--- src/rtl/cpu_mem_pkg.sv ---
// Shared encodings for the host memory-access responder: opcodes, targets,
// controller states, sw_mem_cmd field ranges and hw_status bit positions.
package cpu_mem_pkg;

  typedef enum logic [1:0] {
    OP_NOP   = 2'b00,
    OP_WRITE = 2'b01,
    OP_READ  = 2'b10,
    OP_RSVD  = 2'b11
  } op_e;

  typedef enum logic {
    TGT_IMEM = 1'b0,
    TGT_DMEM = 1'b1
  } target_e;

  typedef enum logic [1:0] {
    IDLE    = 2'b00,
    ISSUE   = 2'b01,
    WAIT_RD = 2'b10
  } state_e;

  localparam int CMD_OP_LSB  = 0;
  localparam int CMD_OP_MSB  = 1;
  localparam int CMD_TGT_BIT = 2;
  localparam int CMD_TAG_LSB = 8;
  localparam int CMD_TAG_MSB = 15;

  localparam int STAT_BUSY_BIT        = 8;
  localparam int STAT_ERR_RUNNING_BIT = 9;
  localparam int STAT_ERR_ALIGN_BIT   = 10;
  localparam int STAT_ERR_TIMEOUT_BIT = 11;
  localparam int STAT_ERR_OP_BIT      = 12;

  typedef struct packed {
    logic err_op;
    logic err_timeout;
    logic err_align;
    logic err_running;
  } err_t;

  function automatic logic [31:0] pack_status(input logic [7:0] tag, input logic busy,
                                              input err_t errs);
    logic [31:0] s;
    s                       = '0;
    s[7:0]                  = tag;
    s[STAT_BUSY_BIT]        = busy;
    s[STAT_ERR_RUNNING_BIT] = errs.err_running;
    s[STAT_ERR_ALIGN_BIT]   = errs.err_align;
    s[STAT_ERR_TIMEOUT_BIT] = errs.err_timeout;
    s[STAT_ERR_OP_BIT]      = errs.err_op;
    return s;
  endfunction

endpackage

--- src/rtl/cpu_mem_cmd_ctrl_timeout.sv ---
// Access watchdog: cleared by load, counts busy cycles, flags expire on the
// LIMIT-th counted cycle. Only instantiated when CPU_MEM_TIMEOUT_EN is defined.
module cpu_mem_timeout #(
  parameter int unsigned LIMIT = 255
) (
  input  logic clk,
  input  logic reset,
  input  logic load,
  input  logic count,
  output logic expire
);

  localparam int CW = $clog2(LIMIT + 1);

  logic [CW-1:0] cnt;
  logic          at_limit;

  // Saturates so a read granted on the final cycle still expires in WAIT_RD.
  assign at_limit = (cnt >= CW'(LIMIT - 1));
  assign expire   = count && at_limit;

  always_ff @(posedge clk) begin
    if (reset || load) begin
      cnt <= '0;
    end else if (count && !at_limit) begin
      cnt <= cnt + 1'b1;
    end
  end

endmodule

--- src/rtl/cpu_mem_cmd_ctrl.sv ---
// Host-register driven memory access responder for the CPU block.
// Optional access timeout is compiled in with `define CPU_MEM_TIMEOUT_EN.
module cpu_mem_cmd_ctrl
  import cpu_mem_pkg::*;
#(
  parameter int MEM_ADDR_WIDTH = 9,
  parameter int DATA_WIDTH     = 32,
  parameter int TIMEOUT_CYCLES = 255
) (
  input  logic                      clk,
  input  logic                      reset,
  input  logic [31:0]               sw_reset,
  input  logic [31:0]               sw_mem_addr,
  input  logic [31:0]               sw_mem_wdata,
  input  logic [31:0]               sw_mem_cmd,
  output logic                      cpu_hold,
  output logic                      mem_req,
  output logic                      mem_we,
  output logic                      mem_sel,
  output logic [MEM_ADDR_WIDTH-1:0] mem_addr,
  output logic [DATA_WIDTH-1:0]     mem_wdata,
  input  logic                      mem_gnt,
  input  logic                      mem_rvalid,
  input  logic [DATA_WIDTH-1:0]     mem_rdata,
  output logic [31:0]               hw_mem_rdata,
  output logic [31:0]               hw_status
);

  state_e                    state, state_next;
  logic [7:0]                last_tag, done_tag, cmd_tag;
  op_e                       cmd_op, op_q;
  target_e                   sel_q;
  logic [MEM_ADDR_WIDTH-1:0] addr_q;
  logic [DATA_WIDTH-1:0]     wdata_q;
  logic [31:0]               rdata_q;
  err_t                      errs, cmd_errs;
  logic                      busy, new_cmd, start, gnt_hit, rd_done, timeout_hit, abort;
  logic                      unused_bits;

  assign unused_bits = &{1'b0, sw_reset[31:1], sw_mem_addr[31:MEM_ADDR_WIDTH+2],
                         sw_mem_cmd[31:16], sw_mem_cmd[7:3]};

  assign cmd_tag = sw_mem_cmd[CMD_TAG_MSB:CMD_TAG_LSB];
  assign cmd_op  = op_e'(sw_mem_cmd[CMD_OP_MSB:CMD_OP_LSB]);
  assign new_cmd = (state == IDLE) && (cmd_tag != last_tag);

  // NOTE: every always_comb output gets a default first so no path infers a latch.
  always_comb begin
    cmd_errs = '0;
    if (!sw_reset[0]) begin
      cmd_errs.err_running = 1'b1;
    end else if (cmd_op == OP_RSVD) begin
      cmd_errs.err_op = 1'b1;
    end else if (cmd_op != OP_NOP && sw_mem_addr[1:0] != 2'b00) begin
      cmd_errs.err_align = 1'b1;
    end
  end

  assign start   = new_cmd && (cmd_errs == '0) && (cmd_op != OP_NOP);
  assign gnt_hit = (state == ISSUE) && mem_gnt;
  assign rd_done = (state == WAIT_RD) && mem_rvalid;
  // A handshake landing on the expiry cycle wins over the timeout.
  assign abort   = timeout_hit && !gnt_hit && !rd_done;

`ifdef CPU_MEM_TIMEOUT_EN
  cpu_mem_timeout #(
    .LIMIT(TIMEOUT_CYCLES)
  ) u_timeout (
    .clk   (clk),
    .reset (reset),
    .load  (start),
    .count (busy),
    .expire(timeout_hit)
  );
`else
  localparam int unused_timeout_cycles = TIMEOUT_CYCLES;
  assign timeout_hit = 1'b0;
`endif

  // NOTE: sequential state uses non-blocking assignments so every flop samples pre-edge values.
  always_ff @(posedge clk) begin
    if (reset) begin
      state <= IDLE;
    end else begin
      state <= state_next;
    end
  end

  always_comb begin
    state_next = state;
    unique case (state)
      IDLE:    if (start) state_next = ISSUE;
      ISSUE: begin
        if (gnt_hit)    state_next = (op_q == OP_WRITE) ? IDLE : WAIT_RD;
        else if (abort) state_next = IDLE;
      end
      WAIT_RD: if (rd_done || abort) state_next = IDLE;
      default: state_next = IDLE;
    endcase
  end

  always_comb begin
    busy     = (state != IDLE);
    mem_req  = (state == ISSUE);
    cpu_hold = sw_reset[0] | busy;
  end

  // NOTE: latched command fields are reset too, so every output reads 0 after reset.
  always_ff @(posedge clk) begin
    if (reset) begin
      last_tag <= '0;
      done_tag <= '0;
      errs     <= '0;
      op_q     <= OP_NOP;
      sel_q    <= TGT_IMEM;
      addr_q   <= '0;
      wdata_q  <= '0;
      rdata_q  <= '0;
    end else begin
      if (new_cmd) begin
        last_tag <= cmd_tag;
        errs     <= cmd_errs;
        if (!start) done_tag <= cmd_tag;
      end
      if (start) begin
        op_q    <= cmd_op;
        sel_q   <= target_e'(sw_mem_cmd[CMD_TGT_BIT]);
        addr_q  <= sw_mem_addr[MEM_ADDR_WIDTH+1:2];
        wdata_q <= sw_mem_wdata[DATA_WIDTH-1:0];
      end
      if (gnt_hit && op_q == OP_WRITE) done_tag <= last_tag;
      if (rd_done) begin
        rdata_q  <= 32'(mem_rdata);
        done_tag <= last_tag;
      end
      if (abort) begin
        errs.err_timeout <= 1'b1;
        done_tag         <= last_tag;
      end
    end
  end

  assign mem_we       = (op_q == OP_WRITE);
  assign mem_sel      = (sel_q == TGT_DMEM);
  assign mem_addr     = addr_q;
  assign mem_wdata    = wdata_q;
  assign hw_mem_rdata = rdata_q;
  assign hw_status    = pack_status(done_tag, busy, errs);

endmodule

--- config.mk ---
export PLATFORM = sky130hd
export DESIGN_NAME = cpu_mem_cmd_ctrl
export DESIGN_NICKNAME = d
export VERILOG_FILES = /design/src/rtl/cpu_mem_pkg.sv /design/src/rtl/cpu_mem_cmd_ctrl_timeout.sv /design/src/rtl/cpu_mem_cmd_ctrl.sv
export SDC_FILE = /design/constraint.sdc
export NUM_CORES = 1
export LEC_CHECK = 0
export BUFFER_PORTS_ARGS = -buffer_cell sky130_fd_sc_hd__buf_2
export CORE_AREA = 2 2 107 109
export CTS_BUF_LIST = sky130_fd_sc_hd__clkbuf_4
export DETAILED_ROUTE_END_ITERATION = 10
export DIE_AREA = 0 0 109 111
export GPL_ROUTABILITY_DRIVEN = 0
export GPL_TIMING_DRIVEN = 1
export PLACE_DENSITY = 0.74
export SLEW_MARGIN = 20
export SYNTH_ARGS = -nofsm -noshare
export SYNTH_HDL_FRONTEND = slang
export SYNTH_SLANG_ARGS = --single-unit
--- constraint.sdc ---
create_clock -name clk -period 3.7 [get_ports clk]
set_input_delay 0.74 -clock clk [delete_from_list [all_inputs] [get_ports clk]]
set_output_delay 0.74 -clock clk [all_outputs]
set_load 0.1 [all_outputs]
==> results of run 1 <==
[per-stage QoR]
step                util (%)  cell area, um^2  power (mW)  hold slack (ps)  setup WS [ps]
finish                  43.5             4820        2.07              463           1340
CTS                     43.5             4820        2.11              465           1260
detailed placement      42.3             4680        1.54              447           1180
global route            43.5             4820        2.17              472           1220
floorplan                  -             3860        1.47              461           1140
global placement        42.3             4680        1.53              439           1270
[cell usage after synthesis (all sizes together)]
cell     instances  area (um^2)
xnor2            8         70.1
or3b             2         17.5
nand2b           1         6.26
o2bb2ai          8         70.1
a31oi            1         6.26
nand2           69          259
o211ai           1         12.5
o2111a           1         11.3
nand4            2         12.5
buf             27          221
or2              1         6.26
o21bai           1         7.51
xor2             1         8.76
mux2             1         11.3
and2             1         6.26
nor3             1         5.00
o21ai            1         5.00
inv              2         7.51
nand3b           1         7.51
a21oi           35          175
clkbuf          18         67.6
mux2i           60          601
nor2b            3         18.8
dfxtp           97         1940
nor2            57          214
a211oi           1         7.51
nand3            1         5.00
conb             1         3.75
or3              1         6.26
[worst max-delay path, cell delays in order, from the launching register on]
cell	delay, ps
dfxtp_1	490
nor2_1	170
nand2_1	110
buf_2	430
[layout make-up]
| type | count | area [um^2] |
|---|---|---|
| multi-input combinational | 279 | 1630 |
| sequential | 97 | 1940 |
| inverter | 2 | 7.51 |
| clock buffer | 13 | 97.6 |
| timing repair buffer | 183 | 926 |
| clock inverter | 3 | 41.3 |
| tap | 143 | 179 |
| fill | 1132 | 6250 |
[cells in the final DEF (no fill, tap or decap), types with 2 or more instances in the layout]
cell         n
dfxtp_1     97
inv_1        2
nor2b_1      3
nand2_1     69
o2bb2ai_1    8
a21oi_1     35
mux2i_1     60
clkbuf_4    13
or3b_2       2
nand4_1      2
nor2_1      56
buf_2      179
buf_4        4
xnor2_1      8
conb_1      20
[layer usage]
layer	up-vias	GRT usage, %	share of wire, %
met5	-	0	0
met3	8	4.29	7.3
met1	1437	17.0	43
li1	1626	-	-
met4	0	5.13	1.4
met2	116	24.8	48
[power by group through the flow]
stage	logic (mW)	clock network, mW	registers, mW
floorplan	0.209	0	1.26
global placement	0.421	0	1.11
detailed placement	0.426	0	1.11
CTS	0.427	0.593	1.09
global route	0.446	0.633	1.09
finish	0.425	0.557	1.09
[worst paths after layout]
| path | start | end | slack [ps] | cells past startpoint |
|---|---|---|---|---|
| setup / recovery | state[0]$_SDFFE_PP0P_ | cpu_hold | 1340 | 3 |
| hold / removal | hw_mem_rdata[1]$_SDFFE_PP0P_ | hw_mem_rdata[1]$_SDFFE_PP0P_ | 460 | 2 |
| setup reg to reg | state[0]$_SDFFE_PP0P_ | mem_wdata[23]$_SDFFE_PP0P_ | 1600 | 5 |
| hold reg to reg | hw_mem_rdata[1]$_SDFFE_PP0P_ | hw_mem_rdata[1]$_SDFFE_PP0P_ | 460 | 2 |
[kinds of logic (layout without fill, tap and decap cells)]
| group | count (synthesis) | count (layout) | synth area share, % |
|---|---|---|---|
| AOI/OAI and AO/OA | 49 | 49 | 7.79 |
| and+or+nand+nor | 140 | 140 | 14.9 |
| xor gates and xnor gates | 9 | 9 | 2.08 |
| other | 1 | 20 | 0.0989 |
| DFF | 97 | 97 | 51.2 |
| muxes | 61 | 61 | 16.1 |
| buffers and inverters | 47 | 201 | 7.82 |
[flip-flops by register name, indices dropped and copies added, names as in the netlist]
register and cells:
hw_status 3, done_tag 8, state 2, mem_wdata 32, hw_mem_rdata 32, mem_sel 1, op_q 2, mem_addr 9
last_tag 8
==> results.json, run 1 <==
{
  "hpwl_mm": 6.55,
  "hold_viol": 0,
  "core_area_um2": 11100,
  "fin_worst_skew_ps": 11.4,
  "vdd_drop_max_mv": 0.196,
  "tritoncts": "yes",
  "fmax_ghz": 0.424,
  "drc": 0,
  "fp-row-count": 39,
  "cp.required_ps": 2960,
  "postCtsHoldBufs": 0,
  "cp-end-kind": "output port",
  "ant_nets": 0,
  "drive_gt1_share_pct": 35.5,
  "via_count": 3187,
  "post_cts_buffers": 0,
  "root_buffer": "clkbuf_4",
  "drt_iter0_markers": 116,
  "rsz0062_at_grt": "false",
  "grt_pass1_vias": 3003,
  "die_w_um": 109,
  "path_max_fanout": 8,
  "cts_sinks": 97,
  "synthCells": 404,
  "netlist_area_um2": 3790,
  "clk_pin_slew_ps": 130,
  "status": "finished clean",
  "power.density_nw_per_um2": 429,
  "antenna_found_initial": 0,
  "maxCapViolations": 0,
  "finalSetupViolCount": 0,
  "grt_usage_pct": 14.5,
  "drt-total-wl_mm": 8.83,
  "syn_area_per_cell_um2": 9.39,
  "fin_cells": 720,
  "synth.distinct_cells": 30,
  "cts_buffers": 9,
  "p_sw_share_pct": 32.4,
  "power.switching_uw": 671,
  "dp_cells": 704,
  "hp-class": "reg -> reg",
  "p_leak_nw": 2.16,
  "worstSkewPairLatency_ps": 420,
  "grt_overflow": 0,
  "wl_per_cell_um": 12.3,
  "cts.path.max_buffers": 2,
  "critical_path_class": "reg -> out",
  "cts_resized": 0,
  "intPower_mw": 1.40,
  "clockPowerShare_pct": 26.9,
  "ys_warn_count": 0,
  "first_pass_iters": 4,
  "crit_arrival_ps": 1620,
  "grt_max_degree": 49,
  "dieHeight_um": 111,
  "power_frac_seq_pct": 52.6,
  "htreeDepth": 3,
  "antennaDiodeCount": 0,
  "initial_core_util_pct": 34.2,
  "tns_ps": 0,
  "ys_seq_area_share_pct": 51.2,
  "io_buffer_count": 179,
  "fin_crit_ps": 2360,
  "max_slew_margin_pct": 40.5,
  "pwr-share-comb_pct": 20.5,
  "final.period_utilization_pct": 63.7,
  "fin_nets": 736,
  "die-area_um2": 12100,
  "slew_violations": 0,
  "synth-seq-cells": 97,
  "worstMarginPinSlew_ps": 893,
  "area_growth_syn_to_layout_pct": 27.2,
  "viasPerCell": 4.43,
  "grt_pass1_wl_mm": 13.9,
  "critPathLaunchType": "flip-flop",
  "ioPinCount": 273
}
No activity file was read; power rests on OpenSTA's default activity.
==> inputs of run 2 (changes only) <==
Clock period 3.7 ns to 2.45 ns, I/O delays scaled along.
==> results.json, run 2 (synthesis gave the netlist of run 1 again) <==
{
  "post_cts_buffers": 0,
  "postCtsHoldBufs": 0,
  "r2r-start": "state[0]$_SDFFE_PP0P_",
  "dp_cells": 707,
  "fp-row-count": 39,
  "die_w_um": 109,
  "top_layer": "met4",
  "rsz0062_at_grt": "false",
  "fin_cells": 723,
  "clk_pin_slew_ps": 140,
  "root_buffer": "clkbuf_4",
  "power.density_nw_per_um2": 642,
  "n_fill_cell": 1095,
  "crit_arrival_ps": 1620,
  "cp-end-kind": "output port",
  "viasPerCell": 4.52,
  "antenna_found_initial": 1,
  "final_util_pct": 43.8,
  "critical_path_class": "reg -> out",
  "grt_pass1_wl_mm": 14.7,
  "route.layer.met1.wl_mm": 3.67,
  "core_area_um2": 11100,
  "layout_commonest_cell": "buf_2",
  "fmax_ghz": 0.474,
  "fin_nets": 739,
  "crit_slowest_cell": "dfxtp_1",
  "hpwl_mm": 6.83,
  "cp.required_ps": 1960,
  "slew_violations": 0,
  "grt_max_degree": 47,
  "initial_core_util_pct": 34.2,
  "cp-startpoint": "state[0]$_SDFFE_PP0P_",
  "r2r_slack_ps": 630,
  "tns_ps": 0,
  "path_max_fanout": 8,
  "cts_sinks": 97,
  "r2r-end": "mem_wdata[29]$_SDFFE_PP0P_",
  "fin_worst_skew_ps": 17.5,
  "worstMarginPinSlew_ps": 656,
  "cts_resized": 0,
  "wl_met2_mm": 4.57,
  "drt-total-wl_mm": 9.08,
  "via_count": 3271,
  "maxCapViolations": 0,
  "drt_iter0_markers": 142,
  "grt_overflow": 0,
  "htreeDepth": 3,
  "met3WireLength_um": 610,
  "fin_crit_ps": 2110,
  "crit_buf_inv": 1,
  "critPathLaunchType": "flip-flop",
  "die-area_um2": 12100,
  "status": "finished clean",
  "critPathMaxStageDelay_ps": 400,
  "finalSetupViolCount": 0,
  "first_pass_iters": 4,
  "dieHeight_um": 111,
  "path_depth": 3,
  "finalPower_mw": 3.11,
  "drc": 0,
  "area_growth_syn_to_layout_pct": 27.9,
  "ioPinCount": 273,
  "p_leak_nw": 2.18,
  "ant_nets": 0,
  "grt_pass1_vias": 3264,
  "cts_buffers": 9,
  "hp-class": "in -> reg",
  "max_slew_margin_pct": 56.1,
  "multi_input_area_um2": 1630,
  "worstSkewPairLatency_ps": 440,
  "drive_gt1_share_pct": 35.8,
  "layout_common_cells": "buf_2 (179), dfxtp_1 (97), nand2_1 (69)",
  "crit_chain": "nor2_1, nand2_1, buf_2",
  "register_area_um2": 1940,
  "wl_per_cell_um": 12.6,
  "final.period_utilization_pct": 86.1,
  "crit_path_end": "cpu_hold",
  "hold_viol": 0,
  "reg2reg_depth": 5,
  "crit_family": "simple AND/OR/NAND/NOR gates",
  "grt_usage_pct": 15.4,
  "cts.path.max_buffers": 2,
  "vdd_drop_max_mv": 0.332,
  "io_buffer_count": 179,
  "tritoncts": "yes"
}
-- run 2: cell types whose count changed in the layout (fill, tap and decap cells not counted), sizes merged --
cell / before / now
buf: 183 / 186
diode: 0 / 1
clkbuf: 13 / 11
clkinv: 1 / 2
-- run 2: final cells by class --
cell class	instances	area share, %
well taps	143	3.69
flip-flops and latches	97	40.0
diodes	1	0.0516
clock inverters	4	0.929
repair buffers	186	19.8
clock buffers	11	1.70
inverters	2	0.155
multi-input cells	279	33.6
-- run 2: worst min-delay path, cell delays in order --
cell	delay, ps
buf_2	100
nand2_1	40
a21oi_1	50
-- run 2: how the worst min path moves through the flow --
stage                                             start                       endpoint  slack, ps  depth (start not counted)
after global placement    hw_mem_rdata[15]$_SDFFE_PP0P_  hw_mem_rdata[15]$_SDFFE_PP0P_        440                          2
final                                     mem_rdata[15]  hw_mem_rdata[15]$_SDFFE_PP0P_        260                          3
after detailed placement   hw_mem_rdata[4]$_SDFFE_PP0P_   hw_mem_rdata[4]$_SDFFE_PP0P_        450                          2
after CTS                                 mem_rdata[24]  hw_mem_rdata[24]$_SDFFE_PP0P_        220                          3
after global routing                      mem_rdata[11]  hw_mem_rdata[11]$_SDFFE_PP0P_        230                          3
after floorplan                last_tag[0]$_SDFFE_PP0P_       done_tag[0]$_SDFFE_PP0P_        470                          1
-- run 2: per-layer routing --
metal,vias to the layer above,track usage [%]
met5,-,0
met1,1499,17.1
li1,1634,-
met2,120,26.5
met4,0,8.89
met3,18,3.53
-- run 2: where the power goes --
part,internal (mW),switching [mW],leakage [nW]
registers,1.62,0.0244,0.788
logic,0.142,0.507,1.32
clock network,0.323,0.498,0.0680
total,2.08,1.03,2.18
-- run 2: per-stage QoR --
step | setup WS [ps] | hold WS [ps] | instance area (um^2)
2_1_floorplan | 185 | 473 | 3870
3_3_place_gp | 500 | 440 | 4720
3_5_place_dp | 423 | 446 | 4720
4_1_cts | 293 | 219 | 4850
5_1_grt | 237 | 228 | 4850
6_report | 340 | 259 | 4850
